<file path="config.mk">
export PLATFORM = sky130hd
export DESIGN_NAME = fetch_stage
export DESIGN_NICKNAME = d
export VERILOG_FILES = /design/src/rtl/fetch_stage.sv
export SDC_FILE = /design/constraint.sdc
export NUM_CORES = 1
export LEC_CHECK = 0
export BUFFER_PORTS_ARGS = -buffer_cell sky130_fd_sc_hd__buf_4
export CELL_PAD_IN_SITES_DETAIL_PLACEMENT = 2
export CELL_PAD_IN_SITES_GLOBAL_PLACEMENT = 2
export CORE_AREA = 2 2 235 121
export CTS_CLUSTER_SIZE = 24
export DETAILED_ROUTE_END_ITERATION = 16
export DIE_AREA = 0 0 237 123
export GPL_TIMING_DRIVEN = 0
export PLACE_DENSITY = 0.88
export SETUP_SLACK_MARGIN = 0.1
export SLEW_MARGIN = 30
export SYNTH_ARGS = -nofsm -noshare
export SYNTH_HDL_FRONTEND = slang
export SYNTH_SLANG_ARGS = --single-unit
</file>
<file path="constraint.sdc">
create_clock -name clk -period 1.85 [get_ports clk]
set_input_delay 0.37 -clock clk [delete_from_list [all_inputs] [get_ports clk]]
set_output_delay 0.37 -clock clk [all_outputs]
set_load 0.03 [all_outputs]
</file>
<file path="src/rtl/fetch_stage.sv">
// PC register and instruction-fetch controller: fetches over req/ack, buffers one
// instruction for decode over valid/ready, and handles flush, misalignment, bus errors and timeouts.
module fetch_stage #(
   parameter logic [31:0] RESET_PC = 32'h0000_0000,
   parameter int unsigned TIMEOUT  = 16
) (
   input  logic        clk,
   input  logic        rst_n,
   input  logic [31:0] next_pc,
   input  logic        flush,
   input  logic [31:0] flush_pc,
   output logic [31:0] current_pc,
   output logic [31:0] pc_4,
   output logic        imem_req,
   output logic [31:0] imem_addr,
   input  logic        imem_ack,
   input  logic [31:0] imem_rdata,
   input  logic        imem_err,
   output logic        inst_valid,
   input  logic        inst_ready,
   output logic [31:0] inst,
   output logic [31:0] inst_pc,
   output logic [1:0]  inst_fault,
   output logic [1:0]  state_dbg
);

   // Decode handshake: an instruction transfers on the rising edge where inst_valid and
   // inst_ready are both high; inst_valid never drops and inst/inst_pc/inst_fault never
   // change until that edge, unless a flush discards the buffered instruction.
   typedef enum logic [1:0] {
      FETCH = 2'd0,
      HOLD  = 2'd1,
      DRAIN = 2'd2
   } state_t;

   localparam int CW = $clog2(TIMEOUT);
   localparam logic [CW-1:0] TO_MAX = CW'(TIMEOUT - 1);

   localparam logic [1:0] F_NONE     = 2'b00;
   localparam logic [1:0] F_MISALIGN = 2'b01;
   localparam logic [1:0] F_BUS      = 2'b10;
   localparam logic [1:0] F_TIMEOUT  = 2'b11;

   state_t        state_q;
   logic [31:0]   pc_q;
   logic [31:0]   addr_q;
   logic [CW-1:0] cnt_q;
   logic          req_active;
   logic          cnt_done;

   // A request is live in DRAIN (stale) or in FETCH with an aligned PC.
   assign req_active = (state_q == DRAIN) || ((state_q == FETCH) && (pc_q[1:0] == 2'b00));
   assign cnt_done   = (cnt_q == TO_MAX);

   assign imem_req   = rst_n & req_active;
   assign imem_addr  = addr_q;
   assign current_pc = pc_q;
   assign pc_4       = pc_q + 32'd4;
   assign state_dbg  = state_q;

   always_ff @(posedge clk or negedge rst_n) begin
      if (!rst_n) begin
         state_q    <= FETCH;
         pc_q       <= RESET_PC;
         addr_q     <= RESET_PC;
         cnt_q      <= '0;
         inst_valid <= 1'b0;
         inst       <= 32'h0;
         inst_pc    <= 32'h0;
         inst_fault <= F_NONE;
      end else if (flush) begin
         pc_q       <= flush_pc;
         inst_valid <= 1'b0;
         // A request still waiting for its ack must be drained before refetching.
         if ((state_q != HOLD) && req_active && !imem_ack) begin
            state_q <= DRAIN;
            if (!cnt_done) cnt_q <= cnt_q + CW'(1);
         end else begin
            state_q <= FETCH;
            addr_q  <= flush_pc;
            cnt_q   <= '0;
         end
      end else begin
         case (state_q)
            FETCH: begin
               if (pc_q[1:0] != 2'b00) begin
                  state_q    <= HOLD;
                  inst_valid <= 1'b1;
                  inst       <= 32'h0;
                  inst_pc    <= pc_q;
                  inst_fault <= F_MISALIGN;
               end else if (imem_ack) begin
                  state_q    <= HOLD;
                  inst_valid <= 1'b1;
                  inst       <= imem_err ? 32'h0 : imem_rdata;
                  inst_pc    <= pc_q;
                  inst_fault <= imem_err ? F_BUS : F_NONE;
               end else if (cnt_done) begin
                  state_q    <= HOLD;
                  inst_valid <= 1'b1;
                  inst       <= 32'h0;
                  inst_pc    <= pc_q;
                  inst_fault <= F_TIMEOUT;
               end else begin
                  cnt_q <= cnt_q + CW'(1);
               end
            end
            HOLD: begin
               if (inst_ready) begin
                  state_q    <= FETCH;
                  pc_q       <= next_pc;
                  addr_q     <= next_pc;
                  cnt_q      <= '0;
                  inst_valid <= 1'b0;
               end
            end
            DRAIN: begin
               // The stale response (or its timeout) is discarded silently.
               if (imem_ack || cnt_done) begin
                  state_q <= FETCH;
                  addr_q  <= pc_q;
                  cnt_q   <= '0;
               end else begin
                  cnt_q <= cnt_q + CW'(1);
               end
            end
            default: begin
               state_q <= FETCH;
               addr_q  <= pc_q;
               cnt_q   <= '0;
            end
         endcase
      end
   end

endmodule

</file>
==> metrics.cfg <==
[cts]
ctsLongestPathBuffers = 2
clk_pin_slew_ns = 0.08
clock_sinks = 137
htreeDepth = 4
cts_tree = built
clk_latency_ns = 0.46
root_buffer = clkbuf_16
cts_buffers = 17

[final_layout]
multiInputGateArea_sq_mm = 0.00491
layout_commonest_cell = buf_4
seq_area_sq_mm = 0.00346
fill_cells = 2656
layout_common_cells = buf_4, dfrtp_1, buf_6
fin_cells = 1481
drive_gt1_share_pct = 65.7
area_growth_syn_to_layout_pct = 93.8
finalNetCount = 1209

[timing]
period_minus_slack_ns = 2.84
max_freq_mhz = 353
slew_headroom_pct = 37.1
fin_skew_ns = 0.0161
fin_crit_sh_pct = 153
tightest_slew_ns = 0.943
slew_violations = 0
setup_viol = 129
hold_viol = 66
rsz0062_at_grt = true
tns_ns = -34.23
setup_ws_ns = -0.986
holdWs_ns = -0.149

[global_route]
grt_pass1_wl_um = 61400
met3_usage_pct = 6.83
grt_util_met1_pct = 36.8
grt_remaining_overflow = 0
track_usage_pct = 29.1
grt_start_max_net_pins = 72
use_met2_pct = 49.7
antenna_found_initial = 5
grt_pass1_vias = 8879
top_usage_layer = met2

[yosys]
yosysTopAreaCellShare_pct = 49.3
netlist_instances = 719
ys_warn_count = 0
synth-edff-count = 0
syn-num-nets = 823
synth-main-ff-cell = dfrtp_1
ys_async_sr_fraction_pct = 100
synthTopCellsByArea = dfrtp_1, a211oi_1, nand2_1
ys_types = 51
ys_seq_area_share_pct = 49.3
synth_area_leader_cell = dfrtp_1
synth_seq_cells = 137
syn_avg_cell_area_sq_um = 9.67
synth_area_sq_mm = 0.00695

[critical_path]
timing.critical_path.buf_inv = 2
path_class = flop to output port
worst-path-max-fanout = 8
cp.required_ns = 1.48
cp_cell_sequence = and3_1 -> clkbuf_2 -> nand3_4 -> nor3b_4 -> xor2_4 -> buf_6
cp_top_family = simple AND/OR/NAND/NOR gates
critPathArrivalTime_ns = 2.47
critPathLaunchType = flop
cp_slowest_cell = nor3b_4
end_kind = output port
max_stage_delay_ns = 0.42

[routing]
routed_wl_um = 44000
avgRoutedWirePerCell_um = 29.7
drt_iter0_drc = 564
via_count = 7924
first_pass_iters = 5
vias_per_cell = 5.35
ant_nets = 0
drc = 0

[placement]
place_inst = 1347
gp_congestion = 0.839
dp_hpwl_um = 25300
numPortBuffers = 267

[floorplanning]
std_cell_rows = 43
die_h_um = 123
coreArea_sq_mm = 0.0272
start_util_pct = 25.6
die-area_sq_mm = 0.0292
io_pins = 268
die_x_um = 237

[power_and_ir_drop]
p_leak_uw = 0.00616
powerDensity_mw_per_mm2 = 1060
ir_drop_mv = 0.789

[outcome]
status = finished, violations left
violations = hold timing, setup timing

[run]
max_cap_viol_count = 0

[min_path]
hold_class = input pin to asynchronous set/reset pin

==> registers in the layout, indices dropped and copies added (netlist names) <==
signal,count
current_pc,32
imem_addr,32
inst,32
inst_pc,32
cnt_q,4
inst_fault,2
state_dbg,2
inst_valid,1
==> cell type report <==
class / count / area share (%)
Antenna cell: 3 / 0.0557
Buffer: 60 / 4.70
Clock buffer: 19 / 3.36
Clock inverter: 13 / 1.24
Inverter: 8 / 0.241
Multi-Input combinational cell: 514 / 36.5
Sequential cell: 137 / 25.7
Tap cell: 360 / 3.34
Timing Repair Buffer: 367 / 24.9
==> Yosys cell counts (2+ instances only) <==
library cell,count
dfrtp_1,137
buf_6,5
and2_1,29
o31ai_1,34
nand2_1,117
o21ai_1,5
a311oi_1,4
nor2b_1,33
and4b_1,2
mux2_1,13
nand4_1,8
and4_1,5
clkbuf_1,29
xnor2_1,18
nor2_1,46
a31oi_1,2
nor3b_1,4
nand3_1,10
nor3_1,3
a211oi_1,60
xor2_1,10
a21oi_1,8
inv_1,7
mux2_2,14
buf_4,6
o21ai_0,34
and3_1,33
ha_1,2
buf_2,18
nor4_2,2
==> routing by layer <==
layer  wire length (um)  vias to the layer above
met5                 23                        -
met4                987                        4
met3               2140                       65
met2              22100                      281
met1              18800                     4257
li1                   -                     3317
==> worst paths after layout <==
kind	start	end	slack, ns	cells past startpoint
hold reg to reg	imem_addr[31]$_DFFE_PN0P_	imem_addr[31]$_DFFE_PN0P_	0.49	2
hold / removal	rst_n	inst[0]$_DFFE_PN0P_	-0.15	1
setup / recovery	current_pc[16]$_DFFE_PN0P_	pc_4[24]	-0.99	6
min in group clk	imem_rdata[16]	inst[16]$_DFFE_PN0P_	0.17	3
setup reg to reg	cnt_q[3]$_DFFE_PN0P_	inst_pc[22]$_DFFE_PN0P_	-0.27	6
max in group asynchronous	rst_n	current_pc[10]$_DFFE_PN0P_	1.15	2
==> metrics by stage <==
step           util [%]  setup WS (ns)  area, sq um  total power, uW
2_1_floorplan         -         -0.275         7450             6600
3_3_place_gp       36.5         -0.980         9910             8430
3_5_place_dp       36.6         -0.876         9940             8600
4_1_cts            47.0         -0.842        12800            13700
5_1_grt            49.6          -1.02        13500            14800
6_report           49.6         -0.986        13500            14400
==> where the power goes <==
part / switching, uW / leakage, uW / internal (uW) / total, uW
combinational: 3570 / 0.00422 / 2780 / 6360
sequential: 650 / 0.00164 / 3530 / 4180
clock: 1620 / 0.000300 / 2200 / 3820
total: 5840 / 0.00616 / 8510 / 14400
==> worst register-to-register path, stage by stage, from the launching register on <==
cell     delay, ns
dfrtp_1       0.49
a311o_1       0.47
o21ai_4       0.28
buf_12        0.18
buf_12        0.13
buf_12        0.12
mux2_4        0.32
==> cells by family (layout without fill, tap and decap cells) <==
group / after synthesis / count (layout) / share of synthesized area (%)
AO/OA/AOI/OAI: 158 / 158 / 15.8
XOR/XNOR: 28 / 28 / 3.53
other: 0 / 3 / 0
AND/OR/NAND/NOR: 299 / 299 / 21.8
adder cells (fa/ha/maj): 2 / 2 / 0.360
buffers and inverters: 68 / 467 / 4.88
multiplexers: 27 / 27 / 4.37
flip-flops: 137 / 137 / 49.3
==> timing repair <==
action / CTS / global route
endpoints found under the hold margin: 66 / 66
gates cloned: 16 / 2
pin swaps: 74 / 57
gates resized for setup: 334 / 168
buffers inserted: 72 / 21
setup endpoints to repair: 163 / 165
(Power assumes the default switching activity.)
